==> src/rtl/mem_arbiter_pkg.sv <==
// Shared constants, FSM encoding and transfer record for the two-cache memory arbiter.
package mem_arbiter_pkg;

  localparam int ADDR_W = 32;
  localparam int DATA_W = 32;
  localparam int LEN_W  = 2;

  // Length field holds byte count minus one.
  localparam logic [LEN_W-1:0] LEN_BYTE = 2'b00;
  localparam logic [LEN_W-1:0] LEN_HALF = 2'b01;
  localparam logic [LEN_W-1:0] LEN_WORD = 2'b11;

  localparam logic [2:0] ST_IDLE    = 3'd0;
  localparam logic [2:0] ST_RD      = 3'd1;
  localparam logic [2:0] ST_RD_LAST = 3'd2;
  localparam logic [2:0] ST_WR      = 3'd3;
  localparam logic [2:0] ST_ACK     = 3'd4;

  typedef struct packed {
    logic              port;
    logic              wr;
    logic [ADDR_W-1:0] base;
    logic [LEN_W-1:0]  len;
    logic [DATA_W-1:0] din;
  } xfer_t;

endpackage

==> src/rtl/mem_arbiter_rr_arb2.sv <==
// Two-requester round-robin arbiter; the requester granted last loses a tie.
module rr_arb2 (
  input  logic       clk,
  input  logic       rst,
  input  logic [1:0] req,
  input  logic       take,
  output logic [1:0] gnt
);

  logic ptr;  // requester favoured on a tie

  always_comb begin
    // NOTE: default assignment first so every path drives gnt and no latch is inferred.
    gnt = req;
    if (req == 2'b11) gnt = ptr ? 2'b10 : 2'b01;
  end

  always_ff @(posedge clk) begin
    // NOTE: sequential state uses non-blocking assignments only.
    if (rst) ptr <= 1'b0;
    else if (take && (gnt != 2'b00)) ptr <= gnt[0];
  end

endmodule

==> src/rtl/mem_arbiter.sv <==
// Arbitrates two cache memory ports onto one byte-wide synchronous RAM, serialising 1-4 byte accesses.
module mem_arbiter
  import mem_arbiter_pkg::*;
(
  input  logic              clk,
  input  logic              rst,
  input  logic              c0_re,
  input  logic              c0_we,
  input  logic [ADDR_W-1:0] c0_raddr,
  input  logic [ADDR_W-1:0] c0_waddr,
  input  logic [LEN_W-1:0]  c0_rlen,
  input  logic [LEN_W-1:0]  c0_wlen,
  input  logic [DATA_W-1:0] c0_din,
  output logic [DATA_W-1:0] c0_dout,
  output logic              c0_rack,
  output logic              c0_wack,
  input  logic              c1_re,
  input  logic              c1_we,
  input  logic [ADDR_W-1:0] c1_raddr,
  input  logic [ADDR_W-1:0] c1_waddr,
  input  logic [LEN_W-1:0]  c1_rlen,
  input  logic [LEN_W-1:0]  c1_wlen,
  input  logic [DATA_W-1:0] c1_din,
  output logic [DATA_W-1:0] c1_dout,
  output logic              c1_rack,
  output logic              c1_wack,
  output logic [ADDR_W-1:0] ram_addr,
  output logic [7:0]        ram_wdata,
  output logic              ram_we,
  output logic              ram_re,
  input  logic [7:0]        ram_rdata
);

  logic [2:0]        state;
  logic [LEN_W-1:0]  k;
  logic [LEN_W-1:0]  prev_k;
  logic [1:0]        mask;
  logic [1:0]        req;
  logic [1:0]        gnt;
  xfer_t             xf;
  xfer_t             xf_d;
  logic [DATA_W-1:0] hold;
  logic [DATA_W-1:0] rd_word;
  logic [ADDR_W-1:0] cur_addr;

  // A port just acked is masked for one cycle so its still-high request is not re-served.
  assign req[0] = (c0_re | c0_we) & ~mask[0];
  assign req[1] = (c1_re | c1_we) & ~mask[1];

  rr_arb2 u_arb (
    .clk  (clk),
    .rst  (rst),
    .req  (req),
    .take (state == ST_IDLE),
    .gnt  (gnt)
  );

  always_comb begin
    xf_d      = '0;
    xf_d.port = gnt[1];
    if (gnt[1]) begin
      xf_d.wr   = c1_we;
      xf_d.base = c1_we ? c1_waddr : c1_raddr;
      xf_d.len  = c1_we ? c1_wlen : c1_rlen;
      xf_d.din  = c1_din;
    end else begin
      xf_d.wr   = c0_we;
      xf_d.base = c0_we ? c0_waddr : c0_raddr;
      xf_d.len  = c0_we ? c0_wlen : c0_rlen;
      xf_d.din  = c0_din;
    end
  end

  assign cur_addr = xf.base + ADDR_W'(k);
  assign prev_k   = k - LEN_W'(1);

  always_comb begin
    rd_word = hold;
    rd_word[8*xf.len +: 8] = ram_rdata;
  end

  always_ff @(posedge clk) begin
    if (rst) begin
      state   <= ST_IDLE;
      k       <= '0;
      mask    <= 2'b00;
      c0_dout <= '0;
      c1_dout <= '0;
    end else begin
      case (state)
        ST_IDLE: begin
          mask <= 2'b00;
          k    <= '0;
          if (gnt != 2'b00) state <= xf_d.wr ? ST_WR : ST_RD;
        end
        ST_RD: begin
          if (k == xf.len) state <= ST_RD_LAST;
          else             k     <= k + LEN_W'(1);
        end
        ST_RD_LAST: begin
          if (xf.port) c1_dout <= rd_word;
          else         c0_dout <= rd_word;
          state <= ST_ACK;
        end
        ST_WR: begin
          if (k == xf.len) state <= ST_ACK;
          else             k     <= k + LEN_W'(1);
        end
        ST_ACK: begin
          mask  <= xf.port ? 2'b10 : 2'b01;
          state <= ST_IDLE;
        end
        default: state <= ST_IDLE;
      endcase
    end
  end

  // NOTE: transfer record and holding register carry no reset; they are always loaded at grant before use.
  always_ff @(posedge clk) begin
    if (state == ST_IDLE && gnt != 2'b00) begin
      xf   <= xf_d;
      hold <= '0;
    end else if (state == ST_RD && k != '0) begin
      hold[8*prev_k +: 8] <= ram_rdata;
    end
  end

  assign ram_re    = (state == ST_RD);
  assign ram_we    = (state == ST_WR);
  assign ram_addr  = (ram_re || ram_we) ? cur_addr : '0;
  assign ram_wdata = ram_we ? xf.din[8*k +: 8] : 8'h00;

  assign c0_rack = (state == ST_ACK) && !xf.port && !xf.wr;
  assign c0_wack = (state == ST_ACK) && !xf.port &&  xf.wr;
  assign c1_rack = (state == ST_ACK) &&  xf.port && !xf.wr;
  assign c1_wack = (state == ST_ACK) &&  xf.port &&  xf.wr;

endmodule

==> config.mk <==
export PLATFORM = sky130hd
export DESIGN_NAME = mem_arbiter
export DESIGN_NICKNAME = d
export VERILOG_FILES = /design/src/rtl/mem_arbiter_pkg.sv /design/src/rtl/mem_arbiter_rr_arb2.sv /design/src/rtl/mem_arbiter.sv
export SDC_FILE = /design/constraint.sdc
export NUM_CORES = 1
export LEC_CHECK = 0
export BUFFER_PORTS_ARGS = -buffer_cell sky130_fd_sc_hd__buf_2
export CAP_MARGIN = 20
export CORE_MARGIN = 1.5
export CORE_UTILIZATION = 45
export DETAILED_ROUTE_END_ITERATION = 12
export PLACE_DENSITY = 0.7
export RECOVER_POWER = 50
export SLEW_MARGIN = 20
export SYNTH_ARGS = -nofsm -noshare
export SYNTH_HDL_FRONTEND = slang
export SYNTH_HIERARCHICAL = 1
export SYNTH_SLANG_ARGS = --single-unit
==> constraint.sdc <==
create_clock -name clk -period 9.2 [get_ports clk]
set_input_delay 0.92 -clock clk [delete_from_list [all_inputs] [get_ports clk]]
set_output_delay 0.92 -clock clk [all_outputs]
set_load 0.02 [all_outputs]
Yosys cells after proc, flatten, opt, wreduce, memory -nomap -nowiden. Index checks and enable logic that the tools add are counted.

Output and inout port bits: 110. Logic and storage cells: 80. Flip-flop bits (word level): 172.

Bitwise gates (word level): 7. Mux-type cells: 20. Reductions and logical operators: 21. Equality and inequality tests: 10. Add/sub/neg operators: 5. Shifts and indexed selects: 5.

Operator list (number): 2-to-1 mux 32 bit (3); negator 5 -> 34 bit (2); variable shift 8 x 34 -> 32 bit, first input constant (2); indexed part select 8 x 34 -> 32 bit (2); 2-to-1 mux 67 bit (1); bitwise mux 32 bit (2); adder 32 x 2 -> 32 bit (1); indexed part select 32 x 6 -> 8 bit (1); 2-to-1 mux 2 bit (7); case mux 3 bit (4 select lines) (1); 2-to-1 mux 3 bit (3); logical AND 1 bit (8); 2-to-1 mux 8 bit (1); case mux 2 bit (2 select lines) (2); nonzero test 2 bit (4); equality test 3 x 2 -> 1 bit, second input constant (2); AND reduction 2 bit (3); inequality test 2 x 1 -> 1 bit, second input constant (2); inequality test 2 bit, second input constant (2); equality test 3 x 1 -> 1 bit, second input constant (1); equality test 3 bit, second input constant (1); zero test 3 bit (1); inverter 1 bit (3); AND reduction 3 bit (1); other kinds (9) (12).

Longest topological paths before layout. Gate-level depths: netlist of the first run.

Word-level depth: 8. Gate-level depth with buffers: 10.

By module. The synthesis of the first run kept the hierarchy.

Modules (own cells, without submodules): mem_arbiter (area each 8892.3 µm², seq. area each 4103.9 µm², times used 1, cells an instance 936); rr_arb2 (area each 65.1 µm², seq. area each 20.0 µm², times used 1, cells an instance 7).

Least setup slack after synthesis of the first run. No wires, ideal clock.

Kind: input to register. Start point: in c1_we. End point: reg xf[0] (netlist bit), enable pin. Stages on the path: 9. Data arrival time: 4.811 ns. Data required time: 8.741 ns. Slack: 3.930 ns. Path buffers: 4. Cells stage by stage: clkbuf_1 > buf_1 > nor2_1 > nor2_1 > a21boi_0 > or2_2 > and2_1 > clkbuf_1 > clkbuf_1.

Longest elaborated chain between the ends: 6.

RTL lines: start: declaration (RTL line mem_arbiter.sv:18) `input logic c1_we,`; OR 1 bit (*) (RTL line mem_arbiter.sv:48) `assign req[1] = (c1_re | c1_we) & ~mask[1];`; AND 1 bit (*) (RTL line mem_arbiter.sv:48); net req[1] (RTL line mem_arbiter.sv:38) `logic [1:0] req;`; equality test 2 bit (RTL line mem_arbiter_rr_arb2.sv:15) `if (req == 2'b11) gnt = ptr ? 2'b10 : 2'b01;`; 2-to-1 mux 2 bit (*) (RTL line mem_arbiter_rr_arb2.sv:15); net gnt[1] (RTL line mem_arbiter.sv:39) `logic [1:0] gnt;`; nonzero test 2 bit (*) (RTL line mem_arbiter.sv:120) `if (state == ST_IDLE && gnt != 2'b00) begin`; logical AND 1 bit (*) (RTL line mem_arbiter.sv:120); end signal: assignment (RTL line mem_arbiter.sv:121) `xf <= xf_d;`; end: declaration (RTL line mem_arbiter.sv:40) `xfer_t xf;`.

The timed path passes the listed nets; every way through them passes the cells marked *. A chain may end at the register's enable or synchronous reset.

Final worst setup path of the first run.
Start point: in c0_we. End point: reg xf[6] (netlist bit), enable pin.

Longest elaborated chain between the ends: 6.

RTL lines: start: declaration (RTL line mem_arbiter.sv:8) `input logic c0_we,`; OR 1 bit (*) (RTL line mem_arbiter.sv:47) `assign req[0] = (c0_re | c0_we) & ~mask[0];`; AND 1 bit (*) (RTL line mem_arbiter.sv:47); net req[0] (RTL line mem_arbiter.sv:38); equality test 2 bit (RTL line mem_arbiter_rr_arb2.sv:15); 2-to-1 mux 2 bit (*) (RTL line mem_arbiter_rr_arb2.sv:15); net gnt[0] (RTL line mem_arbiter.sv:39); nonzero test 2 bit (*) (RTL line mem_arbiter.sv:120); logical AND 1 bit (*) (RTL line mem_arbiter.sv:120).

Marks and branches as above.

==> results of run 1 <==
==> metrics by stage <==
| stage | cell area (um^2) | utilization |
|---|---|---|
| 3_3_place_gp | 10660 | 0.5478 |
| 2_1_floorplan | 8957 | - |
| 5_1_grt | 11200 | 0.5755 |
| 3_5_place_dp | 10660 | 0.5478 |
| 6_report | 11200 | 0.5755 |
| 4_1_cts | 11280 | 0.5797 |
==> power breakdown <==
group	internal (W)	switching [W]	leakage (nW)
Sequential	0.00114	0.000211	1.50
Clock	0.000429	0.000310	0.306
Combinational	0.000438	0.000802	2.52
==> critical path, stage by stage <==
cell and delay, ns:
buf_2 0.07, clkbuf_1 1.93, nor2_1 0.12, nor2_1 0.36, a21boi_0 0.21, or2_2 0.14, and2_4 0.50, buf_4 0.63
==> cells in the final DEF, fill, tap and decap left out, types with 8 or more instances in the layout <==
| cell type | instances |
|---|---|
| nor2_1 | 89 |
| nand3_1 | 43 |
| a211oi_1 | 98 |
| edfxtp_1 | 68 |
| inv_1 | 12 |
| dfxtp_1 | 104 |
| o31ai_1 | 12 |
| buf_2 | 255 |
| or4_1 | 15 |
| a21oi_1 | 120 |
| nor2b_1 | 66 |
| clkbuf_16 | 19 |
| clkbuf_1 | 72 |
| mux2_2 | 33 |
| and3_1 | 11 |
| mux4_2 | 8 |
| nand4_1 | 8 |
| xnor2_1 | 9 |
| mux2i_1 | 35 |
| nand2_1 | 52 |
| ha_1 | 13 |
==> routing by layer <==
layer / GRT usage / vias up / routed length, um
li1: - / 4012 / -
met1: 0.2689 / 3499 / 10020
met2: 0.3790 / 309 / 11620
met3: 0.03808 / 55 / 1187
met4: 0.1182 / 0 / 964
met5: 0 / - / 0
==> final cells by class <==
cell class              count  area [um^2]
fillers                  1783         8262
multi-input cells         678         4497
flip-flops and latches    172         4124
repair buffers            331         1580
clock buffers              22        506.7
well taps                 265        331.6
clock inverters            10        113.9
inverters                  12        45.04
diodes                      1        2.502
==> flip-flops by register name, summed over array words and instances, names as in the netlist <==
name       count
xf            68
c0_dout       32
c1_dout       32
hold          32
state          3
k              2
mask           2
u_arb/ptr      1
==> kinds of logic after synthesis <==
group | after synthesis
xor gates and xnor gates | 14
DFF | 172
AOI/OAI and AO/OA | 248
buffers and inverters | 93
and+or+nand+nor | 326
adders and majority gates | 14
muxes | 76
==> worst max path at each step <==
stage	start	to	slack, ns
6_report	c0_we	xf[6]	4.32
5_1_grt	c0_we	xf[1]	3.83
4_1_cts	k[0]	ram_addr[30]	4.43
3_5_place_dp	k[0]	ram_addr[30]	4.89
3_3_place_gp	k[0]	ram_addr[30]	4.88
2_1_floorplan	c1_we	xf[0]	3.93
==> impl_metrics.py, run 1 <==
metrics = {
    "status": {
        "run_status": "finished with violations",
        "violations": "capacitance limit, slew limit",
    },
    "route": {
        "vias_per_cell": 5.282,
        "wl_per_cell_um": 15.96,
        "antenna_left": 0,
        "drc": 0,
        "drtIter0Drc": 306,
        "dr_total_vias": 7875,
        "drt-pass1-iter-count": 5,
        "routed_wl_um": 23790,
    },
    "grt": {
        "grt_max_degree": 103,
        "antenna_found_initial": 1,
        "grt_pass1_vias": 6924,
        "grt_usage": 0.2226,
        "overflow": 0,
        "grt_pass1_wl_um": 35540,
    },
    "clock_network": {
        "postCtsSetupRepairBufs": 0,
        "cts_resized": 0,
        "clk_path_buf_depth": 2,
        "root_buffer": "clkbuf_16",
        "cts_made_buffers": 17,
        "cts_tree": "done",
        "clk_pin_slew_ns": 0.07,
        "hold_buffers": 0,
        "insertion_delay_ns": 0.42,
        "cts_sinks": 172,
        "htreeDepth": 4,
    },
    "critical_path": {
        "worst_ep_arrival_time_ns": 4.93,
        "path_max_fanout": 70,
        "startpoint_type": "input port",
        "required_ns": 9.25,
        "endpoint_kind": "flop",
        "r2r_start": "k[0]",
        "r2r_slack_ns": 6.41,
        "critical_path_class": "input port to flop",
        "r2r_cells": 5,
        "rr_endpoint": "hold[14]",
    },
    "synthesis": {
        "synth_top_family_by_area": "simple AND/OR/NAND/NOR gates",
        "synthArstFlopShare": 0,
        "synth_ff_type": "dfxtp_1",
        "synth_compound_area_frac": 0.1729,
        "synth_fa_ha_area_frac": 0.02039,
        "synthTopCellsByCount": "120 x a21oi_1, 104 x dfxtp_1, 98 x a211oi_1, 89 x nor2_1, 68 x edfxtp_1",
        "synth_area_per_cell_um2": 9.499,
        "synthXorXnorAreaFrac": 0.01369,
        "synth_top_cell_by_area": "dfxtp_1",
        "yosys_warnings": 6,
        "yosysSeqAreaShare": 0.4604,
        "netlist_area_um2": 8957,
        "synthCells": 943,
        "synth_top_cell_area_share": 0.2324,
        "synth.most_common_cell": "a21oi_1",
        "synthTopCellsByArea": "dfxtp_1 23%, edfxtp_1 23%, a211oi_1 8.2%",
        "synth_edf_count": 68,
        "synthSimpleGateAreaFrac": 0.1890,
        "synthMuxAreaShare": 0.1007,
        "synth.distinct_cells": 49,
        "synth_nets": 1171,
        "ys_ff_latch": 172,
    },
    "sta": {
        "holdWs_ns": 0.4493,
        "finClkSkew_ns": 0.01156,
        "rsz0062_at_grt": "no",
        "final.min_clock_period_ns": 4.880,
        "relSlewSlack": -1.104,
        "max_slew.worst_pin.slew_ns": 3.156,
        "drv_slew": 144,
        "hold_violations": 0,
        "timing.setup.tns_ns": 0,
        "period_share": 0.5305,
        "fmax_ghz": 0.2049,
        "setup_ws_ns": 4.320,
        "setup-violations-final": 0,
    },
    "finish": {
        "drive_gt1_frac": 0.2808,
        "instances_no_fill": 1491,
        "nNetsFinal": 1440,
        "syn_to_final_growth_pct": 25.04,
    },
    "run": {
        "drv_cap": 2,
    },
    "min_path": {
        "holdPathEnd": "hold[31]",
        "min-delay-path-class": "flop to flop",
        "holdPathStages": 2,
        "hold_start": "hold[31]",
    },
    "pwr": {
        "power.leakage_nw": 4.323,
        "power_density_nw_per_um2": 297.0,
        "ir_drop_mv": 0.1675,
        "finalPower_w": 0.003327,
    },
    "placed_design": {
        "place_inst": 1458,
        "dp_slack_ns": 4.887,
        "portBuffers": 323,
        "place_hpwl_um": 17610,
        "gp_congestion": 0.8121,
    },
    "floorplan": {
        "io_pins": 324,
        "rows": 51,
        "start_util": 0.4602,
        "die_h_um": 144.1,
        "die_w_um": 144.1,
        "placeableCoreArea_um2": 19460,
        "die_area_um2": 20760,
    },
}
Note: power is estimated with default switching activity, not from simulation.
==> run 2: changes to the inputs <==
--- a/config.mk
+++ b/config.mk
@@ -5,12 +5,13 @@
 export SDC_FILE = /design/constraint.sdc
 export NUM_CORES = 1
 export LEC_CHECK = 0
+export ABC_AREA = 1
 export BUFFER_PORTS_ARGS = -buffer_cell sky130_fd_sc_hd__buf_2
 export CAP_MARGIN = 20
 export CORE_MARGIN = 1.5
 export CORE_UTILIZATION = 45
 export DETAILED_ROUTE_END_ITERATION = 12
-export PLACE_DENSITY = 0.7
+export PLACE_DENSITY = 0.69
 export RECOVER_POWER = 50
 export SLEW_MARGIN = 20
 export SYNTH_ARGS = -nofsm -noshare
==> constraint.sdc (replaced) <==
create_clock -name clk -period 5 [get_ports clk]
set_input_delay 0.5 -clock clk [delete_from_list [all_inputs] [get_ports clk]]
set_output_delay 0.5 -clock clk [all_outputs]
set_load 0.02 [all_outputs]
==> impl_metrics.py, run 2 <==
metrics = {
    "critical_path": {
        "max_stage_delay_ns": 1.80,
        "cp_slowest_cell": "clkbuf_1",
        "critical_path_class": "input port to flop",
        "required_ns": 5.25,
        "endpoint_kind": "flop",
        "path_max_fanout": 68,
        "path_cells": "buf_2, nor2_1, nor2_1, a21boi_4, clkbuf_1, o21ai_0, o22ai_1",
        "cp_common_cell": "nor2_1",
        "startpoint_type": "input port",
        "worst_ep_arrival_time_ns": 4.09,
    },
    "placed_design": {
        "gp_congestion": 0.9502,
        "place_hpwl_um": 22830,
        "portBuffers": 323,
        "place_inst": 1808,
    },
    "clock_network": {
        "postCtsSetupRepairBufs": 0,
        "hold_buffers": 0,
        "cts_sinks": 172,
        "insertion_delay_ns": 0.44,
        "cts_resized": 0,
        "root_buffer": "clkbuf_16",
        "clk_pin_slew_ns": 0.07,
        "cts_tree": "done",
        "htreeDepth": 4,
        "cts_made_buffers": 17,
        "clk_path_buf_depth": 2,
    },
    "floorplan": {
        "die_w_um": 147.1,
        "start_util": 0.4605,
        "placeableCoreArea_um2": 20300,
        "rows": 52,
        "io_pins": 324,
        "die_h_um": 147.1,
        "die_area_um2": 21650,
    },
    "pwr": {
        "clockPowerShare": 0.207,
        "ir_drop_mv": 0.2781,
        "power_density_nw_per_um2": 562.5,
        "swShare": 0.4470,
        "power.leakage_nw": 5.051,
        "power_frac_comb": 0.413,
        "internal_power_w": 0.003590,
        "seq_power_share": 0.381,
        "power.switching_w": 0.002902,
    },
    "grt": {
        "grt_usage": 0.2698,
        "grt_busiest_layer": "met2",
        "grt_max_degree": 69,
        "met3_usage": 0.04099,
        "use_met1": 0.3667,
        "grt_pass1_wl_um": 45520,
        "overflow": 0,
        "grt_pass1_vias": 8698,
        "antenna_found_initial": 5,
        "grtUsageMet2": 0.4401,
    },
    "sta": {
        "hold_violations": 0,
        "max_slew.worst_pin.slew_ns": 2.518,
        "setup-violations-final": 0,
        "finClkSkew_ns": 0.007453,
        "relSlewSlack": -0.6787,
        "rsz0062_at_grt": "no",
        "timing.setup.tns_ns": 0,
        "period_share": 0.7690,
        "fmax_ghz": 0.2601,
        "drv_slew": 69,
        "final.min_clock_period_ns": 3.845,
    },
    "route": {
        "antenna_left": 0,
        "drt-pass1-iter-count": 5,
        "wl_per_cell_um": 16.34,
        "routed_wl_um": 30180,
        "drtIter0Drc": 632,
        "drc": 0,
        "vias_per_cell": 5.255,
        "dr_total_vias": 9706,
    },
    "synthesis": {
        "synth_nets": 1502,
        "synth.most_common_cell": "nand2_1",
        "synth.distinct_cells": 38,
        "yosys_warnings": 6,
        "synth_top_cell_area_share": 0.2227,
        "ys_ff_latch": 172,
        "synthTopCellsByCount": "257 x nand2_1, 225 x nor2_1, 105 x a21oi_1, 104 x dfxtp_1, 104 x o21ai_0",
        "synthCells": 1274,
        "synthArstFlopShare": 0,
        "synth_ff_type": "dfxtp_1",
        "synth_area_per_cell_um2": 7.337,
        "synthTopCellsByArea": "dfxtp_1 22%, edfxtp_1 22%, nand2_1 10%",
        "synth_edf_count": 68,
        "yosysSeqAreaShare": 0.4412,
        "synth_top_cell_by_area": "dfxtp_1",
        "netlist_area_um2": 9348,
    },
    "finish": {
        "regMostFlops": "xf",
        "mostFrequentLayoutCell": "nand2_1",
        "final_cell_mix": "260 x nand2_1, 256 x buf_2, 226 x nor2_1",
        "instances_no_fill": 1847,
        "largest_reg_flops": 68,
        "drive_gt1_frac": 0.2102,
        "syn_to_final_growth_pct": 23.46,
        "nNetsFinal": 1785,
    },
    "status": {
        "run_status": "finished with violations",
        "violations": "capacitance limit, slew limit",
    },
    "min_path": {
        "min-delay-path-class": "input port to flop",
    },
    "run": {
        "drv_cap": 2,
    },
}
run 2: cell count changes in the layout (fill, tap and decap cells not counted), sizes merged, moves of 24 or more:
cell,before,now
nand2,52,265
o21ai,7,174
nor2,89,230
a211oi,98,0
inv,18,97
nor2b,66,0
o22ai,0,42
mux2i,35,0
mux2,33,0
a22oi,0,24
run 2: worst paths after layout:
path	start	to	slack (ns)	cells past startpoint
max	c1_we	xf[49]	1.16	7
min	c0_din[24]	xf[24]	0.33	3
max reg2reg	mask[1]	xf[49]	1.48	5
min reg2reg	hold[27]	hold[27]	0.46	2
run 2: area by class of cell:
class | count | area (um^2)
repair buffers | 332 | 1609
multi-input cells | 942 | 4508
flip-flops and latches | 172 | 4124
inverters | 92 | 349.1
diodes | 7 | 17.52
clock buffers | 18 | 450.4
clock inverters | 14 | 145.1
fillers | 2011 | 8758
well taps | 270 | 337.8
run 2: power groups by stage:
stage	sequential [W]	combinational (W)	clock (W)
after global placement	0.00250	0.00266	0
after floorplan	0.00250	0.00179	0
after detailed placement	0.00249	0.00271	0
after CTS	0.00246	0.00272	0.00135
final	0.00247	0.00268	0.00134
after global routing	0.00252	0.00296	0.00141
run 2: metrics by stage:
stage	hold WS [ns]	util	setup WS [ns]	total power (W)	area [um^2]
after global placement	0.4505	0.5431	1.670	0.005152	11020
after floorplan	0.4386	-	2.151	0.004288	9348
after detailed placement	0.4542	0.5441	1.873	0.005195	11040
after CTS	0.3102	0.5734	1.812	0.006530	11640
after global routing	0.3180	0.5683	0.8578	0.006898	11540
final	0.3256	0.5685	1.155	0.006492	11540
run 2: routing by layer:
layer | vias up | routed length [um]
met5 | - | 0
met1 | 4410 | 13220
met2 | 391 | 14310
met4 | 0 | 639
met3 | 45 | 2011
li1 | 4860 | -
run 2: cell families (layout without fill, tap and decap cells):
kind of cell	after synthesis	in the layout	share of synthesized area
flip-flops	172	172	0.4412
other	0	7	0
adder cells (fa/ha/maj)	14	14	0.01954
buffers and inverters	160	456	0.07469
AND/OR/NAND/NOR	573	573	0.2526
XOR/XNOR	5	5	0.004685
AO/OA/AOI/OAI	350	350	0.2073
run 2: worst max-delay path, delay by kind of cell:
family | cells | cell delay, ns
AO/OA/AOI/OAI | 3 | 1.01
buffers and inverters | 2 | 2.26
AND/OR/NAND/NOR | 2 | 0.27
